[config.mk]
export PLATFORM = sky130hd
export DESIGN_NAME = wreg_chain
export DESIGN_NICKNAME = d
export VERILOG_FILES = /design/src/rtl/wreg_chain.sv
export SDC_FILE = /design/constraint.sdc
export NUM_CORES = 1
export LEC_CHECK = 0
export ABC_CLOCK_PERIOD_IN_PS = 2000
export BUFFER_PORTS_ARGS = -buffer_cell sky130_fd_sc_hd__buf_2
export CAP_MARGIN = 20
export CELL_PAD_IN_SITES_DETAIL_PLACEMENT = 0
export CELL_PAD_IN_SITES_GLOBAL_PLACEMENT = 2
export CORE_ASPECT_RATIO = 0.6
export CORE_MARGIN = 2
export CORE_UTILIZATION = 39
export CTS_BUF_LIST = sky130_fd_sc_hd__clkbuf_4
export CTS_CLUSTER_DIAMETER = 60
export CTS_CLUSTER_SIZE = 30
export DETAILED_ROUTE_END_ITERATION = 10
export PLACE_DENSITY_LB_ADDON = 0.1
export SKIP_CTS_REPAIR_TIMING = 1
export SLEW_MARGIN = 10
export SYNTH_ARGS = -nofsm -noshare
export SYNTH_HDL_FRONTEND = slang
export SYNTH_SLANG_ARGS = --single-unit
[constraint.sdc]
create_clock -name clk -period 2 [get_ports clk]
set_input_delay 0.1 -clock clk [delete_from_list [all_inputs] [get_ports clk]]
set_output_delay 0.1 -clock clk [all_outputs]
set_load 0.005 [all_outputs]
[src/rtl/wreg_chain.sv]
// -----------------------------------------------------------------------------
// wreg_chain
//   DEPTH-stage chain of WIDTH-bit registers, each stage carrying a valid bit.
//   Shared enable (advance) and synchronous clear. A runtime tap select picks
//   which stage drives the outputs, so one block serves as the skew/delay line
//   for every row of a systolic PE array (row r selects tap r).
//
//   Optional build macro: WREG_CHAIN_ZERO_GATE_EN
//     defined   : invalid samples enter stage 0 as zero, so o_data is 0
//                 whenever o_valid is 0 (cuts downstream multiplier toggling).
//     undefined : stage 0 captures i_data unconditionally.
//
// Ports
//   clk      in   clock, all state updates on posedge
//   rst_n    in   synchronous active-low reset
//   en       in   advance the chain by one stage
//   clr      in   synchronous flush of all stages (beats en)
//   i_valid  in   valid qualifier for i_data
//   i_data   in   WIDTH-bit data into stage 0
//   i_tap    in   stage index driven to the outputs (clamped to DEPTH-1)
//   o_valid  out  valid bit of the selected stage
//   o_data   out  data of the selected stage
//   o_cnt    out  number of stages holding valid=1
//   o_full   out  all DEPTH stages valid
//   o_empty  out  no stage valid
// -----------------------------------------------------------------------------
module wreg_chain #(
  parameter  int WIDTH = 16,
  parameter  int DEPTH = 4,
  localparam int TAPW  = (DEPTH > 1) ? $clog2(DEPTH) : 1,
  localparam int CNTW  = $clog2(DEPTH + 1)
) (
  input  logic             clk,
  input  logic             rst_n,
  input  logic             en,
  input  logic             clr,
  input  logic             i_valid,
  input  logic [WIDTH-1:0] i_data,
  input  logic [TAPW-1:0]  i_tap,
  output logic             o_valid,
  output logic [WIDTH-1:0] o_data,
  output logic [CNTW-1:0]  o_cnt,
  output logic             o_full,
  output logic             o_empty
);

  logic [WIDTH-1:0] stg_q [DEPTH];
  logic [WIDTH-1:0] stg_d [DEPTH];
  logic [DEPTH-1:0] vld_q, vld_d;
  logic [CNTW-1:0]  cnt_q, cnt_d;
  logic [WIDTH-1:0] din;
  logic [TAPW-1:0]  tap_sel;

`ifdef WREG_CHAIN_ZERO_GATE_EN
  assign din = i_valid ? i_data : '0;
`else
  assign din = i_data;
`endif

  // Next-state: clr beats en; en shifts every stage one step toward the end.
  always_comb begin
    stg_d = stg_q;
    vld_d = vld_q;
    cnt_d = cnt_q;
    if (clr) begin
      for (int k = 0; k < DEPTH; k++) begin
        stg_d[k] = '0;
      end
      vld_d = '0;
      cnt_d = '0;
    end else if (en) begin
      stg_d[0] = din;
      vld_d[0] = i_valid;
      for (int k = 1; k < DEPTH; k++) begin
        stg_d[k] = stg_q[k-1];
        vld_d[k] = vld_q[k-1];
      end
      // Bounded to 0..DEPTH: a push into a full chain always drops a valid.
      cnt_d = cnt_q + CNTW'(i_valid) - CNTW'(vld_q[DEPTH-1]);
    end
  end

  always_ff @(posedge clk) begin
    if (!rst_n) begin
      for (int k = 0; k < DEPTH; k++) begin
        stg_q[k] <= '0;
      end
      vld_q <= '0;
      cnt_q <= '0;
    end else begin
      stg_q <= stg_d;
      vld_q <= vld_d;
      cnt_q <= cnt_d;
    end
  end

  // Clamp only matters when the tap field can encode indices past DEPTH-1.
  generate
    if ((1 << TAPW) > DEPTH) begin : g_clamp
      localparam logic [TAPW-1:0] LAST_TAP = TAPW'(DEPTH - 1);
      assign tap_sel = (i_tap > LAST_TAP) ? LAST_TAP : i_tap;
    end else begin : g_direct
      assign tap_sel = i_tap;
    end
  endgenerate

  assign o_data  = stg_q[tap_sel];
  assign o_valid = vld_q[tap_sel];
  assign o_cnt   = cnt_q;
  assign o_full  = (cnt_q == CNTW'(DEPTH));
  assign o_empty = (cnt_q == '0);

`ifndef SYNTHESIS
  function automatic logic [CNTW-1:0] popcnt(input logic [DEPTH-1:0] v);
    logic [CNTW-1:0] p;
    p = '0;
    for (int k = 0; k < DEPTH; k++) begin
      p = p + CNTW'(v[k]);
    end
    return p;
  endfunction

  // The occupancy counter is a cheap shadow of popcount(vld).
  always @(posedge clk) begin
    if (rst_n) begin
      assert (cnt_q == popcnt(vld_q));
    end
  end
`endif

endmodule

Yosys cells after proc, flatten, opt, wreduce, memory -nomap -nowiden
Index checks and enable logic that the tools add are counted.
{"block": "classes", "add_sub_neg": 2, "mul": 0, "div_mod_pow": 0, "order_cmp": 2, "eq_ne": 1, "n_shift": 0, "n_mux": 5, "bitwise": 2, "n_reduce_logical": 2}
{"operator": "binary-select mux 16 bit (select 2 bit)", "count": 1}
{"operator": "two-way mux 16 bit", "count": 2}
{"operator": "adder 3 x 1 -> 3 bit", "count": 1}
{"operator": "== test 3 bit, second input constant", "count": 1}
{"operator": ">= comparator 3 bit, second input constant", "count": 1}
{"operator": "zero test 3 bit", "count": 1}
{"operator": "< comparator 2 x 3 -> 1 bit, second input constant", "count": 1}
{"operator": "inverter 2 -> 3 bit", "count": 1}
{"operator": "subtractor 3 x 1 -> 3 bit", "count": 1}
{"operator": "binary-select mux 1 bit (select 2 bit)", "count": 1}
{"operator": "OR reduction 2 bit", "count": 1}
{"operator": "two-way mux 1 bit", "count": 1}
{"operator": "inverter 1 bit", "count": 1}
{"block": "totals", "reg_bits": 71, "latchBits": 0, "ram_bits": 0, "mem_bits_ro": 0, "input_bits": 23, "n_memories": 0}

Logic depth before layout (Yosys ltp)
Gate-level depths: netlist (run 1).
{"block": "logic_depth", "word_depth": 4, "mapped_depth": 9}

Worst setup path after synthesis (run 1)
OpenSTA, ideal clock, no wires.
{"block": "synth_path", "path_type": "flip-flop to flip-flop", "start": "reg cnt_q[0], in the netlist o_cnt[0]", "end": "reg cnt_q[2], in the netlist o_cnt[2]", "arrival_ps": 1728, "required_time_ps": 1884, "slack_ps": 155, "path_stages_with_launch": 10, "period_less_slack_ps": 1845, "path_cell_list": "dfxtp_1 > inv_1 > ha_1 > inv_1 > ha_1 > inv_1 > fa_1 > xor2_1 > a211oi_1 > a31o_2"}
{"block": "synth_via", "elab_chain_len": 2}
{"element": "from (decl)", "line": "50", "rtl": "logic [CNTW-1:0] cnt_q, cnt_d;"}
{"element": "from (signal assigned)", "line": "93", "rtl": "cnt_q <= cnt_d;"}
{"element": "adder 3 x 1 -> 3 bit", "line": "79", "rtl": "cnt_d = cnt_q + CNTW'(i_valid) - CNTW'(vld_q[DEPTH-1]);"}
{"element": "subtractor 3 x 1 -> 3 bit", "line": "79"}
Every way passes these cells.
A chain may end at the register's enable or synchronous reset.

Worst setup path after layout (run 1)
Ends and elaborated chain as after synthesis.

==> qor.yml, run 1 <==
outcome: "completed"
holdWs_ps: 76.9
whs_path_depth: 3
core_region_area_sq_mm: 0.00742
finish.utilization: 0.490
cellLeakagePower_nw: 1.67
critPathCaptureType: "flip-flop"
via_count: 2041
floorplan.rows: 24
critical_path.max_stage_delay_ps: 380
synth.yosys.warnings: 0
worst-slew-pin-transition_ps: 501
critPathArrivalTime_ps: 2190
detail_route.vias_per_cell: 4.76
area_contributors_post_synth: "sky130_fd_sc_hd__dfxtp_1, sky130_fd_sc_hd__mux2i_1, sky130_fd_sc_hd__mux4_1"
clock_tree.htree_level_count: 3
grt_util_all_layers: 0.144
cp_common_cell: "sky130_fd_sc_hd__inv_1"
initial_utilization: 0.411
layout.cells.most_common_list: "sky130_fd_sc_hd__nor2_1, sky130_fd_sc_hd__dfxtp_1, sky130_fd_sc_hd__mux2i_1"
cp_cell_sequence: "inv_1, ha_1, inv_1, ha_1, inv_1, fa_2, xor2_1, a211oi_1, a31o_2"
powerDensity_mw_per_mm2: 670
grt_setup_unrepaired: "false"
yosysTopAreaCell: "sky130_fd_sc_hd__dfxtp_1"
final_min_period_over_clock_period: 0.941
clock-sinks: 71
post-synth-top-area-fraction: 0.466
critPathRequiredTime_ps: 2310
grt_first_pass_wirelength_microns: 9320
layout-area-overhead-vs-synth_pct: 19.2
timing.rr.end: "o_cnt[2]$_SDFFE_PP0P_"
final.setup.tns_ps: 0
length_in_cells_of_the_worst_reg_to_reg_path: 9
fin_nets: 347
drt-pass1-iter-count: 4
critical_path_class: "flip-flop to flip-flop"
mappedNetlistArea_sq_mm: 0.00305
critical_path_depth: 9
timing.final.max_slew_violations: 0
grt_remaining_overflow: 0
clk_latency_ps: 410
synthesis.area_per_instance_sq_um: 11.6
final-hold-violation-count: 0
cpLargestDelayFamily: "adder cells"
postRouteWirelength_microns: 5750
synth_seq_cells: 71
buffer_ports.inserted: 44
most_common_library_cell_in_the_layout_ignoring_fill_and_taps: "sky130_fd_sc_hd__nor2_1"
insertedDiodeCount: 0
die_y_microns: 72.5
fin_crit_ps: 1880
number_of_antenna_violations_at_the_first_check_in_global_routing: 0
start_kind: "flip-flop"
ir_drop_v: 0.000315
worst_path_buf_inv: 3
grt_max_degree: 37
clock.fmax_mhz: 532
num_io_pins: 45
launch_point_of_the_worst_hold_path: "rst_n"
detail_route.wl_per_cell_microns: 13.4
hpwl_microns: 3610
antenna_violating_nets_post_route: 0
post_synth_inst_count: 262
gpl.final_weighted_congestion: 0.700
total_power_mw: 2.43
final.setup.worst_slack_ps: 119
detailed_route_drc_error_count: 0
first_global_vias: 1826
ctsLongestPathBuffers: 2
drt_first_iter_violations: 85
slew_headroom: 0.666
share_of_post_route_cells_with_drive_strength_above_1: 0.225
dp_worst_setup_slack_ps: 44.7
seq_area_frac_synth: 0.466
mappedNetlistNets: 288
worstReg2RegStart: "o_cnt[0]$_SDFFE_PP0P_"
cts-buffers-inserted: 9
tritoncts: "built"
slowest_stage_cell_crit_path: "sky130_fd_sc_hd__dfxtp_4"
slack_of_the_worst_reg_to_reg_path_ps: 120
timing.hold.worst_endpoint: "o_cnt[0]$_SDFFE_PP0P_"
finalClockSkew_ps: 10.6
timing.final.setup_violations: 0
synth_cell_type_count: 18
maxCapViolations: 0
crit_fanout: 5
dieArea_sq_mm: 0.00857
clock_root_buffer_master: "sky130_fd_sc_hd__clkbuf_4"
clk_transition_reported_paths_ps: 110
min_path_type: "primary input to flip-flop"
die_w_microns: 118
[worst min-delay path, delay by kind of cell]
family / cells / cell delay (ps)
AND/OR/NAND/NOR: 2 / 260
buffers and inverters: 1 / 100
[power breakdown]
part / internal [mW] / switching, mW
sequential: 1.43 / 0.0137
combinational: 0.122 / 0.109
clock: 0.301 / 0.459
total: 1.85 / 0.582
[how the worst max path moves through the flow]
stage | start | end | slack (ps)
after floorplan | o_cnt[0]$_SDFFE_PP0P_ | o_cnt[2]$_SDFFE_PP0P_ | 160
after detailed placement | o_cnt[0]$_SDFFE_PP0P_ | o_cnt[2]$_SDFFE_PP0P_ | 40
final | o_cnt[0]$_SDFFE_PP0P_ | o_cnt[2]$_SDFFE_PP0P_ | 120
after CTS | o_cnt[0]$_SDFFE_PP0P_ | o_cnt[2]$_SDFFE_PP0P_ | 10
after global routing | o_cnt[0]$_SDFFE_PP0P_ | o_cnt[2]$_SDFFE_PP0P_ | 10
after global placement | o_cnt[0]$_SDFFE_PP0P_ | o_cnt[2]$_SDFFE_PP0P_ | 90
[Yosys cell counts (all sizes together)]
master,n
mux4,17
clkbuf,6
dfxtp,71
ha,2
xor2,1
fa,1
buf,14
mux2i,69
a31o,1
nor2,71
a211oi,2
nand2b,1
nor3,2
inv,4
[sequential cells by signal, summed over array words and instances (netlist names)]
signal / cells
stg_q: 64
vld_q: 4
o_cnt: 3
[final cells by class]
cell class | instances | area, sq um
inverters | 4 | 15.0
fillers | 719 | 3780
flip-flops and latches | 71 | 1430
clock buffers | 13 | 97.6
repair buffers | 68 | 470
multi-input cells | 167 | 1490
clock inverters | 2 | 8.76
well taps | 104 | 130
[logic make-up (layout without fill, tap and decap cells)]
logic type / Yosys count / in the layout / synth area share
AOI/OAI and AO/OA: 3 / 3 / 0.00779
xor gates and xnor gates: 1 / 1 / 0.00287
adders and majority gates: 3 / 3 / 0.0148
buffers and inverters: 24 / 87 / 0.0480
DFF: 71 / 71 / 0.466
muxes: 86 / 86 / 0.368
and+or+nand+nor: 74 / 74 / 0.0927
[metrics by stage]
step	instance area, sq um	std cells
6_report	3630	429
4_1_cts	3460	412
2_1_floorplan	3050	262
3_5_place_dp	3350	397
3_3_place_gp	3350	397
5_1_grt	3630	429
[per-layer routing]
metal,track usage,vias to the layer above,part of all wire
met2,0.201,37,0.41
met3,0.0550,8,0.049
met5,0,-,0
li1,-,1043,-
met1,0.195,953,0.53
met4,0.0683,0,0.012
Power figures use the tool's default switching activity.
==> run 2: changes to the inputs <==
--- a/constraint.sdc
+++ b/constraint.sdc
@@ -3,2 +3,2 @@
 set_output_delay 0.1 -clock clk [all_outputs]
-set_load 0.005 [all_outputs]
+set_load 0.01 [all_outputs]
==> qor.yml, run 2 (synthesized netlist as in run 1, its figures left out) <==
design_area_sq_mm: 0.00366  # was 0.00363 sq mm
postRouteWirelength_microns: 5780  # was 5750 microns
crit_fanout: 4  # was 5
met2_length_microns: 2330  # was 2350 microns
final.setup.tns_ps: 0  # unchanged
cp_common_cell: "sky130_fd_sc_hd__inv_1"  # unchanged
largest_register_by_flop_count: "stg_q"  # unchanged
grt_remaining_overflow: 0  # unchanged
holdWs_ps: 99.5  # was 76.9 ps
insertedDiodeCount: 0  # unchanged
grt_first_pass_wirelength_microns: 9490  # was 9320 microns
die_y_microns: 72.5  # unchanged
initial_utilization: 0.411  # unchanged
dr_wl_met3_microns: 271  # was 282 microns
clk_latency_ps: 400  # was 410 ps
drt-pass1-iter-count: 4  # unchanged
start_kind: "flip-flop"  # unchanged
ctsLongestPathBuffers: 2  # unchanged
cellLeakagePower_nw: 1.68  # was 1.67 nW
total_power_mw: 2.45  # was 2.43 mW
cpLargestDelayFamily: "adder cells"  # unchanged
slowest_stage_cell_crit_path: "sky130_fd_sc_hd__dfxtp_4"  # unchanged
core_region_area_sq_mm: 0.00742  # unchanged
final-hold-violation-count: 0  # unchanged
outcome: "completed"  # unchanged
clock.fmax_mhz: 535  # was 532 MHz
clock_tree.htree_level_count: 3  # unchanged
worst-slew-pin-transition_ps: 507  # was 501 ps
highest_layer: "met4"  # unchanged
grt_setup_unrepaired: "false"  # unchanged
share_of_post_route_cells_with_drive_strength_above_1: 0.229  # was 0.225
placed_area_sq_mm: 0.00335  # unchanged
grt_max_degree: 37  # unchanged
critical_path.max_stage_delay_ps: 370  # was 380 ps
most_common_library_cell_in_the_layout_ignoring_fill_and_taps: "sky130_fd_sc_hd__nor2_1"  # unchanged
clock-sinks: 71  # unchanged
critPathArrivalTime_ps: 2170  # was 2190 ps
largest_register_ff_count: 64  # unchanged
cp_cell_sequence: "inv_1, ha_1, inv_1, ha_1, inv_1, fa_2, xor2_1, a211oi_1, a31o_2"  # unchanged
num_io_pins: 45  # unchanged
clk_transition_reported_paths_ps: 100  # was 110 ps
timing.final.max_slew_violations: 0  # unchanged
finalClockSkew_ps: 12.2  # was 10.6 ps
critical_path_class: "flip-flop to flip-flop"  # unchanged
die_w_microns: 118  # unchanged
powerDensity_mw_per_mm2: 671  # was 670 mW/mm^2
maxCapViolations: 0  # unchanged
fin_crit_ps: 1870  # was 1880 ps
worst_path_buf_inv: 3  # unchanged
fin_nets: 349  # was 347
via_count: 2023  # was 2041
detail_route.vias_per_cell: 4.68  # was 4.76
min_path_type: "primary input to flip-flop"  # unchanged
detailed_route_drc_error_count: 0  # unchanged
detail_route.wl_per_cell_microns: 13.4  # about the same
buffer_ports.inserted: 44  # unchanged
cts-buffers-inserted: 9  # unchanged
timing.final.setup_violations: 0  # unchanged
gpl.final_weighted_congestion: 0.699  # was 0.700
critPathRequiredTime_ps: 2300  # was 2310 ps
number_of_antenna_violations_at_the_first_check_in_global_routing: 0  # unchanged
floorplan.rows: 24  # unchanged
routedLengthMet1_microns: 3130  # was 3050 microns
final_min_period_over_clock_period: 0.934  # was 0.941
layout.cells.most_common_list: "sky130_fd_sc_hd__nor2_1, sky130_fd_sc_hd__dfxtp_1, sky130_fd_sc_hd__mux2i_1"  # unchanged
tritoncts: "built"  # unchanged
layout-area-overhead-vs-synth_pct: 19.9  # was 19.2%
hpwl_microns: 3660  # was 3610 microns
antenna_violating_nets_post_route: 0  # unchanged
grt_util_all_layers: 0.144  # about the same
critPathCaptureType: "flip-flop"  # unchanged
slew_headroom: 0.662  # was 0.666
clock_root_buffer_master: "sky130_fd_sc_hd__clkbuf_4"  # unchanged
first_global_vias: 1847  # was 1826
dieArea_sq_mm: 0.00857  # unchanged
ir_drop_v: 0.000423  # was 0.000315 V
drt_first_iter_violations: 69  # was 85
## run 2: power breakdown
part / leakage, nW / internal, mW / switching (mW) / total (mW)
Sequential: 0.574 / 1.43 / 0.0134 / 1.44
Clock: 0.0675 / 0.320 / 0.451 / 0.772
Combinational: 1.04 / 0.124 / 0.114 / 0.238
## run 2: final timing paths
path	cells past startpoint	slack [ps]	end	startpoint
max	9	130	o_cnt[2]$_SDFFE_PP0P_	o_cnt[0]$_SDFFE_PP0P_
min reg2reg	2	500	stg_q[11]$_SDFFE_PP0P_	stg_q[11]$_SDFFE_PP0P_
min	3	100	o_cnt[0]$_SDFFE_PP0P_	rst_n
max reg2reg	9	130	o_cnt[2]$_SDFFE_PP0P_	o_cnt[0]$_SDFFE_PP0P_
## run 2: per-layer routing
metal,GRT usage,vias to the layer above
li1,-,1044
met1,0.200,938
met2,0.200,35
met3,0.0590,6
met4,0.0562,0
met5,0,-
## run 2: area by class of cell
class,instances,area [sq um]
clock buffers,14,105
clock inverters,2,7.51
fillers,703,3760
inverters,4,15.0
multi-input cells,167,1490
flip-flops and latches,71,1430
well taps,104,130
repair buffers,70,485
## run 2: metrics by stage
step	instances	setup WS [ps]	utilization
after global placement	397	90.6	0.452
after floorplan	262	115	-
after CTS	413	10.9	0.467
after detailed placement	397	43.5	0.452
after global routing	432	31.9	0.493
final	432	131	0.493
## run 2: worst reg2reg max path, cell delays in order, from the launching register on
cell and delay, ps:
sky130_fd_sc_hd__dfxtp_4 370, sky130_fd_sc_hd__inv_1 40, sky130_fd_sc_hd__ha_1 280, sky130_fd_sc_hd__inv_1 60, sky130_fd_sc_hd__ha_1 130, sky130_fd_sc_hd__inv_1 50
sky130_fd_sc_hd__fa_2 330, sky130_fd_sc_hd__xor2_1 190, sky130_fd_sc_hd__a211oi_1 100, sky130_fd_sc_hd__a31o_2 230
==> run 3: changes to the inputs <==
- ABC_CLOCK_PERIOD_IN_PS: 2000 -> 1900
- SETUP_SLACK_MARGIN: not set -> 0.15
- clock period: 2 -> 1.9 ns (I/O delays scaled with it)
==> qor.yml, run 3 (synthesized netlist as in run 1, its figures left out) <==
clock_power_share: 0.343  # was 0.315
drt_first_iter_violations: 106  # was 69
busiest_layer: "met1"  # unchanged
clock.fmax_mhz: 580  # was 535 MHz
grt_max_degree: 59  # was 37
share_of_post_route_cells_with_drive_strength_above_1: 0.255  # was 0.229
clock_tree.htree_level_count: 3  # unchanged
detail_route.vias_per_cell: 4.79  # was 4.68
final-hold-violation-count: 0  # unchanged
use_met1: 0.211  # was 0.200
via_count: 2059  # was 2023
cts-buffers-inserted: 9  # unchanged
fin_nets: 347  # was 349
pwr-share-seq: 0.562  # was 0.588
power_frac_comb: 0.095  # was 0.097
layout.cells.most_common_list: "sky130_fd_sc_hd__nor2_1, sky130_fd_sc_hd__mux2i_1, sky130_fd_sc_hd__dfxtp_1"  # was sky130_fd_sc_hd__nor2_1, sky130_fd_sc_hd__dfxtp_1, sky130_fd_sc_hd__mux2i_1
critical_path_class: "flip-flop to flip-flop"  # unchanged
critPathLaunch: "o_cnt[0]$_SDFFE_PP0P_"  # unchanged
tritoncts: "built"  # unchanged
buffer_ports.inserted: 44  # unchanged
switchingPower_mw: 0.643  # was 0.579 mW
grt_util_all_layers: 0.149  # was 0.144
maxCapViolations: 0  # unchanged
critPathArrivalTime_ps: 2040  # was 2170 ps
grt_remaining_overflow: 0  # unchanged
dieArea_sq_mm: 0.00857  # unchanged
outcome: "completed"  # unchanged
hpwl_microns: 3790  # was 3660 microns
global_route.usage.met3: 0.0605  # was 0.0590
clk_transition_reported_paths_ps: 100  # about the same
fin_cells: 430  # was 432
postRouteWirelength_microns: 5940  # was 5780 microns
core_region_area_sq_mm: 0.00742  # unchanged
die_y_microns: 72.5  # unchanged
number_of_antenna_violations_at_the_first_check_in_global_routing: 0  # unchanged
timing.final.setup_violations: 0  # unchanged
cp-endpoint: "o_cnt[2]$_SDFFE_PP0P_"  # unchanged
finalClockSkew_ps: 11.7  # was 12.2 ps
timing.final.max_slew_violations: 0  # unchanged
gpl.final_weighted_congestion: 0.721  # was 0.699
insertedDiodeCount: 0  # unchanged
slack_of_the_worst_reg_to_reg_path_ps: 180  # was 130 ps
cp_cell_sequence: "inv_2, ha_4, inv_2, ha_4, inv_2, fa_2, xor2_2, a211oi_2, a31o_2"  # was inv_1, ha_1, inv_1, ha_1, inv_1, fa_2, xor2_1, a211oi_1, a31o_2
num_io_pins: 45  # unchanged
worst_path_buf_inv: 3  # unchanged
most_common_library_cell_in_the_layout_ignoring_fill_and_taps: "sky130_fd_sc_hd__nor2_1"  # unchanged
timing.rr.end: "o_cnt[2]$_SDFFE_PP0P_"  # unchanged
grt_first_pass_wirelength_microns: 9760  # was 9490 microns
post-place-cells: 397  # unchanged
final.setup.tns_ps: 0  # unchanged
slew_headroom: 0.747  # was 0.662
detailed_route_drc_error_count: 0  # unchanged
cpLargestDelayFamily: "adder cells"  # unchanged
final_min_period_over_clock_period: 0.907  # was 0.934
largest_register_ff_count: 64  # unchanged
length_in_cells_of_the_worst_reg_to_reg_path: 9  # unchanged
cellLeakagePower_nw: 1.69  # was 1.68 nW
ir_drop_v: 0.000431  # was 0.000423 V
min_path_type: "primary input to flip-flop"  # unchanged
cp_common_cell: "sky130_fd_sc_hd__inv_2"  # was sky130_fd_sc_hd__inv_1
worstReg2RegStart: "o_cnt[0]$_SDFFE_PP0P_"  # unchanged
critical_path.max_stage_delay_ps: 370  # about the same
crit_fanout: 3  # was 4
drt-pass1-iter-count: 4  # unchanged
initial_utilization: 0.411  # unchanged
critPathCaptureType: "flip-flop"  # unchanged
powerDensity_mw_per_mm2: 729  # was 671 mW/mm^2
critPathRequiredTime_ps: 2220  # was 2300 ps
global_route.usage.met2: 0.202  # was 0.200
clk_latency_ps: 420  # was 400 ps
grt_setup_unrepaired: "true"  # was false
switching_share: 0.238  # was 0.236
slowest_stage_cell_crit_path: "sky130_fd_sc_hd__dfxtp_4"  # unchanged
die_w_microns: 118  # unchanged
start_kind: "flip-flop"  # unchanged
detail_route.wl_per_cell_microns: 13.8  # was 13.4 microns
clock_root_buffer_master: "sky130_fd_sc_hd__clkbuf_4"  # unchanged
ctsLongestPathBuffers: 2  # unchanged
antenna_violating_nets_post_route: 0  # unchanged
floorplan.rows: 24  # unchanged
layout-area-overhead-vs-synth_pct: 21.6  # was 19.9%
clock-sinks: 71  # unchanged
fin_crit_ps: 1720  # was 1870 ps
cell_internal_pwr_mw: 2.06  # was 1.87 mW
worst-slew-pin-transition_ps: 380  # was 507 ps
total_power_mw: 2.70  # was 2.45 mW
largest_register_by_flop_count: "stg_q"  # unchanged
critical_path_depth: 9  # unchanged
first_global_vias: 1932  # was 1847
-- run 3: changes by cell type in the layout (fill, tap and decap cells not counted), moves of 2 or more --
cell / delta
sky130_fd_sc_hd__clkinv_2: +3
sky130_fd_sc_hd__ha_1: -2
sky130_fd_sc_hd__ha_4: +2
sky130_fd_sc_hd__clkbuf_4: -3
sky130_fd_sc_hd__inv_2: +3
sky130_fd_sc_hd__buf_4: -2
sky130_fd_sc_hd__inv_1: -3
-- run 3: power by group through the flow --
stage	Combinational, mW	Sequential, mW	Clock (mW)
global placement	0.231	1.55	0
floorplan	0.168	1.55	0
detailed placement	0.230	1.55	0
global route	0.280	1.52	1.04
finish	0.256	1.52	0.927
CTS	0.230	1.52	0.982
-- run 3: metal layers --
metal	share of wire	vias to the layer above
li1	-	1038
met1	0.53	973
met2	0.40	38
met3	0.056	10
met4	0.012	0
met5	0	-
-- run 3: area by class of cell --
| type | count | area, sq um |
|---|---|---|
| Timing Repair Buffer | 68 | 480 |
| Multi-Input combinational cell | 167 | 1530 |
| Inverter | 4 | 15.0 |
| Fill cell | 724 | 3710 |
| Clock buffer | 11 | 82.6 |
| Clock inverter | 5 | 48.8 |
| Tap cell | 104 | 130 |
| Sequential cell | 71 | 1430 |
-- run 3: through the flow --
stage | utilization | area (sq um) | setup slack [ps] | hold WS (ps)
CTS | 0.474 | 3520 | 66.7 | -130
global placement | 0.456 | 3390 | 118 | 327
detailed placement | 0.456 | 3390 | 89.2 | 336
finish | 0.500 | 3710 | 176 | 4.57
global route | 0.500 | 3710 | 110 | 2.92
floorplan | - | 3070 | 156 | 242
-- run 3: worst min-delay path by stage --
stage | cells after the start | slack, ps | end | start
after global routing | 3 | 3 | vld_q[0]$_SDFFE_PP0P_ | i_valid
after detailed placement | 3 | 340 | stg_q[56]$_SDFFE_PP0P_ | i_data[8]
after CTS | 3 | -130 | stg_q[52]$_SDFFE_PP0P_ | i_data[4]
after global placement | 3 | 330 | stg_q[50]$_SDFFE_PP0P_ | i_data[2]
after floorplan | 2 | 240 | stg_q[52]$_SDFFE_PP0P_ | i_data[4]
final | 3 | 5 | vld_q[0]$_SDFFE_PP0P_ | i_valid
-- run 3: worst min-delay path, cell delays in order --
cell	delay, ps
sky130_fd_sc_hd__buf_2	130
sky130_fd_sc_hd__mux2i_1	80
sky130_fd_sc_hd__nor2_1	80
